**src/rtl/alu_flag_writeback.sv**
```systemverilog
// alu_flag_writeback: execute-stage retirement for the ARM ALU.
// Evaluates each instruction's condition against the architectural NZCV
// register, applies S-bit / compare flag updates, and holds a one-entry
// registered writeback for the register file. Counts executed and skipped
// instructions and feeds the C flag back to the ALU carry input.
//
// Handshake: an input transfer happens on a cycle where in_valid && in_ready;
// a writeback transfer happens where wb_valid && wb_ready. in_ready is
// !wb_valid || wb_ready, so a held entry is replaced by a new acceptance in
// the same cycle it drains, and upstream must hold in_valid and its payload
// stable until accepted.
module alu_flag_writeback #(
    parameter int CNT_W = 16
) (
    input  logic             clk,
    input  logic             reset,
    input  logic             in_valid,
    output logic             in_ready,
    input  logic [3:0]       cond,
    input  logic [3:0]       opcode,
    input  logic             s_bit,
    input  logic [3:0]       rd,
    input  logic [31:0]      alu_result,
    input  logic             alu_n,
    input  logic             alu_z,
    input  logic             alu_c,
    input  logic             alu_v,
    input  logic             shifter_c,
    output logic [3:0]       flags,
    output logic             carry_out,
    output logic             wb_valid,
    input  logic             wb_ready,
    output logic             wb_we,
    output logic [3:0]       wb_rd,
    output logic [31:0]      wb_data,
    output logic [CNT_W-1:0] exec_count,
    output logic [CNT_W-1:0] skip_count
);

    logic f_n, f_z, f_c, f_v;
    logic pass;
    logic accept;
    logic is_compare;
    logic is_arith;
    logic flag_write;

    assign f_n = flags[3];
    assign f_z = flags[2];
    assign f_c = flags[1];
    assign f_v = flags[0];

    assign in_ready   = !wb_valid || wb_ready;
    assign accept     = in_valid && in_ready;
    assign carry_out  = flags[1];
    assign is_compare = (opcode[3:2] == 2'b10);
    assign flag_write = accept && pass && (is_compare || s_bit);

    // Condition evaluation against the flags as they stand this cycle.
    always_comb begin
        pass = 1'b0;
        case (cond)
            4'b0000: pass = f_z;
            4'b0001: pass = !f_z;
            4'b0010: pass = f_c;
            4'b0011: pass = !f_c;
            4'b0100: pass = f_n;
            4'b0101: pass = !f_n;
            4'b0110: pass = f_v;
            4'b0111: pass = !f_v;
            4'b1000: pass = f_c && !f_z;
            4'b1001: pass = !f_c || f_z;
            4'b1010: pass = (f_n == f_v);
            4'b1011: pass = (f_n != f_v);
            4'b1100: pass = !f_z && (f_n == f_v);
            4'b1101: pass = f_z || (f_n != f_v);
            4'b1110: pass = 1'b1;
            default: pass = 1'b0;  // 1111: never
        endcase
    end

    // Arithmetic opcodes take C and V from the adder; the rest are logical.
    always_comb begin
        is_arith = 1'b0;
        case (opcode)
            4'b0010, 4'b0011, 4'b0100, 4'b0101,
            4'b0110, 4'b0111, 4'b1010, 4'b1011: is_arith = 1'b1;
            default:                            is_arith = 1'b0;
        endcase
    end

    // Architectural flag register; logical ops keep V and take C from the shifter.
    always_ff @(posedge clk) begin
        if (reset) begin
            flags <= 4'b0000;
        end else if (flag_write) begin
            if (is_arith) begin
                flags <= {alu_n, alu_z, alu_c, alu_v};
            end else begin
                flags <= {alu_n, alu_z, shifter_c, f_v};
            end
        end
    end

    // One-entry writeback; failing instructions still retire with wb_we low.
    always_ff @(posedge clk) begin
        if (reset) begin
            wb_valid <= 1'b0;
            wb_we    <= 1'b0;
            wb_rd    <= 4'd0;
            wb_data  <= 32'd0;
        end else if (accept) begin
            wb_valid <= 1'b1;
            wb_we    <= pass && !is_compare;
            wb_rd    <= rd;
            wb_data  <= alu_result;
        end else if (wb_valid && wb_ready) begin
            wb_valid <= 1'b0;
            wb_we    <= 1'b0;
        end
    end

    // Executed / skipped counters, wrapping modulo 2^CNT_W.
    always_ff @(posedge clk) begin
        if (reset) begin
            exec_count <= '0;
            skip_count <= '0;
        end else if (accept) begin
            if (pass) begin
                exec_count <= exec_count + 1'b1;
            end else begin
                skip_count <= skip_count + 1'b1;
            end
        end
    end

endmodule

```
**config.mk**
```make
export PLATFORM = sky130hd
export DESIGN_NAME = alu_flag_writeback
export DESIGN_NICKNAME = d
export VERILOG_FILES = /design/src/rtl/alu_flag_writeback.sv
export SDC_FILE = /design/constraint.sdc
export NUM_CORES = 1
export LEC_CHECK = 0
export CORE_MARGIN = 5
export CORE_UTILIZATION = 40
export CTS_CLUSTER_SIZE = 40
export DETAILED_ROUTE_END_ITERATION = 10
export HOLD_SLACK_MARGIN = 0.1
export PLACE_DENSITY = 0.77
export SYNTH_ARGS = -nofsm -noshare
export SYNTH_HDL_FRONTEND = slang
export SYNTH_SLANG_ARGS = --single-unit
```
**constraint.sdc**
```tcl
create_clock -name clk -period 1.98 [get_ports clk]
set_input_delay 0.198 -clock clk [delete_from_list [all_inputs] [get_ports clk]]
set_output_delay 0.198 -clock clk [all_outputs]
set_load 0.02 [all_outputs]
```
==> impl_results.md <==
- Max-cap viol count: 0
- Mapped Nets: 466
- Peak supply drop: 0.493 mV
- Max stage delay cell, worst path: or4_1
- Finished Core Util: 0.689
- Final hold slack: 0.332 ns
- Crit path cell chain: and3b_1 > o31a_1 > buf_4 > o31ai_4 > nand3_4 > buf_12 > or4_1 > a21oi_1
- Critical path fanouts, max: 13
- Non-filler cells, final: 689
- Post-route ant nets: 0
- GR Layer Usage met1: 0.230
- GRT overflow: 0
- Pint: 2.57 mW
- Leakage: 2.07 nW
- Die Y: 102 um
- Worst Skew: 0.00682 ns
- Net Sw Power: 1.03 mW
- Synth Register Bits: 74
- Ports: 130
- # port buffers: 128
- CTS Sinks: 74
- Vias per cell: 5.36
- DR DRC count: 0
- Setup WS post-layout: -0.155 ns
- CP Data Arrival Time: 2.41 ns
- Final setup fails: 29
- Power Density: 634 nW/um^2
- Cell area after synthesis: 3420 sq um
- Sequential share of power: 0.440
- GR peak layer: met2
- Period utilization: 1.08
- Final nets: 635
- Worst Hold Path Cells: 2
- Antenna diode count: 0
- DP Area: 5210 sq um
- Final Cell Area: 5690 sq um
- Fraction of layout cells with a size suffix above 1: 0.221
- 1st-iter DRT viols: 141
- Synth warn: 0
- Final hold vios: 0
- Distinct cells, synth: 53
- Critical Path RT: 2.25 ns
- Run status: complete, but fails checks
- Pin count of the biggest net entering global routing: 27
- Die Width: 102 um
- Relative slew slack: 0.633
- Number of flops mapped to enable cells by yosys: 0
- Row cnt: 33
- H-Tree Depth: 3
- Initial core utilization: 0.414
- Clk buf depth: 2
- DR vias: 3695
- DIE AREA: 10500 sq um
- Hold crit path type: in -> reg
- Critical path's largest stage delay: 0.50 ns
- Worst-margin pin slew: 0.550 ns
- Clock Latency Late Sink: 0.35 ns
- Synth top area share: 0.433
- Syn Inst Count: 410
- Seq/Total Area, Yosys: 0.433
- First-pass GRT wire length: 16.7 mm
- Yosys top cell by area: dfxtp_1
- RSZ-0062 raised after global routing: yes
- CTS clk-pin slew, worst paths: 0.08 ns
- Crit. End Element: flop
- M2 GR Usage: 0.354
- Tmin final: 2.14 ns
- Reg2reg path depth: 8
- Clock share of power: 0.346
- Post-DR wirelength/cell: 16.2 um
- GRT Util Overall: 0.198
- Root buffer cell: clkbuf_8
- Design Power: 3.61 mW
- Post-detail-place hpwl: 8.00 mm
- Sw frac: 0.286
- Combinational Power Share: 0.214
- Worst setup SP type: flop
- Core area: 8260 sq um
- Placed cell count: 667
- Fmax: 0.468 GHz
- Vias in the first global route: 3604
- Initial antenna violation count: 0
- Area grow syn2layout: 66.2%
- Setup CP Type: reg -> reg
- Asr flop ratio synth: 0
- Count leader, synth: nand2_1
- CTS tree: built
- Final Slew Violations: 0
- DR pass1 iterations: 5
- Failing checks: setup timing
- Avg Inst Size Synth: 8.35 sq um
- Commonest cells in the netlist: nand2_1 (87), dfxtp_1 (74), a21oi_1 (59)
- Synth top area cells: dfxtp_1 (43%), nand2_1 (9.5%), a21oi_1 (8.6%), o31ai_1 (3.1%), or4_1 (3.1%)
- Final GP Congestion: 0.843
- Num CTS Buffers: 9
- Total wire length: 11.1 mm
- Primary FF master, synth: dfxtp_1
- Grt met3 use: 0.0447
critical path, delay by kind of cell (launching register included):
| kind | cells | cell delay, ns |
|---|---|---|
| DFF | 1 | 0.39 |
| and+or+nand+nor | 3 | 0.82 |
| AOI/OAI and AO/OA | 3 | 0.53 |
| buffers and inverters | 2 | 0.32 |
flip-flops by register name (all words and copies together) (netlist names):
name,count
exec_count,16
flags,4
skip_count,16
wb_data,32
wb_rd,4
wb_valid,1
wb_we,1
placed cells by master, fill, tap and decap left out, types with 10 or more instances in the layout:
cell type | netlist | final
or4_1 | 14 | 10
nand3_1 | 14 | 12
dfxtp_1 | 74 | 67
buf_4 | 3 | 46
nor2_1 | 17 | 17
clkbuf_8 | 0 | 10
o31ai_1 | 14 | 14
a21oi_1 | 59 | 53
nand2_1 | 87 | 87
clkdlybuf4s50_1 | 0 | 123
per-stage QoR:
step                      setup slack, ns  TNS [ns]
after detailed placement           -0.641    -18.74
after CTS                          -0.120     -2.14
after global placement             -0.579    -16.88
after floorplan                   -0.0533    -0.186
after global routing               -0.208     -4.72
final                              -0.155     -2.65
routing by layer:
layer | wire length, um | vias up
met4 | 252 | 0
li1 | - | 1804
met5 | 0 | -
met3 | 531 | 19
met2 | 5900 | 88
met1 | 4440 | 1784
path summary, 6_finish.rpt:
kind	from	to	slack [ns]
min reg2reg	wb_data[12]	wb_data[12]	0.46
max	flags[0]	skip_count[14]	-0.16
min	reset	exec_count[2]	0.33
max reg2reg	flags[0]	skip_count[14]	-0.16
area by class of cell:
class / instances / area [sq um]
sequential: 74 / 1500
clock buffer: 10 / 138
tap: 105 / 131
timing repair buffer: 186 / 1780
clock inverter: 6 / 73.8
inverter: 8 / 30.0
fill: 658 / 2570
multi-input combinational: 300 / 2030
power by group through the flow:
stage / Sequential, mW / Combinational, mW / Clock, mW
2_1_floorplan: 1.68 / 0.272 / 0
3_3_place_gp: 1.61 / 0.678 / 0
3_5_place_dp: 1.62 / 0.692 / 0
4_1_cts: 1.58 / 0.713 / 1.27
5_1_grt: 1.59 / 0.820 / 1.34
6_report: 1.59 / 0.773 / 1.25
cells by family (layout without fill, tap and decap cells):
logic type | Yosys count | after routing | synth area share
compound gates | 105 | 105 | 0.204
xor+xnor | 6 | 6 | 0.0154
fa+ha+maj | 2 | 2 | 0.00731
buf+inv | 36 | 210 | 0.0486
flops | 74 | 74 | 0.433
mux | 10 | 10 | 0.0311
simple gates | 177 | 177 | 0.261
what timing repair did:
action,4_1_cts,5_1_grt
gates cloned,0,2
hold buffers,0,0
gates resized for setup,17,31
pin swaps,5,19
setup endpoints to repair,35,34
setup buffers,4,1
(Power assumes the default switching activity.)
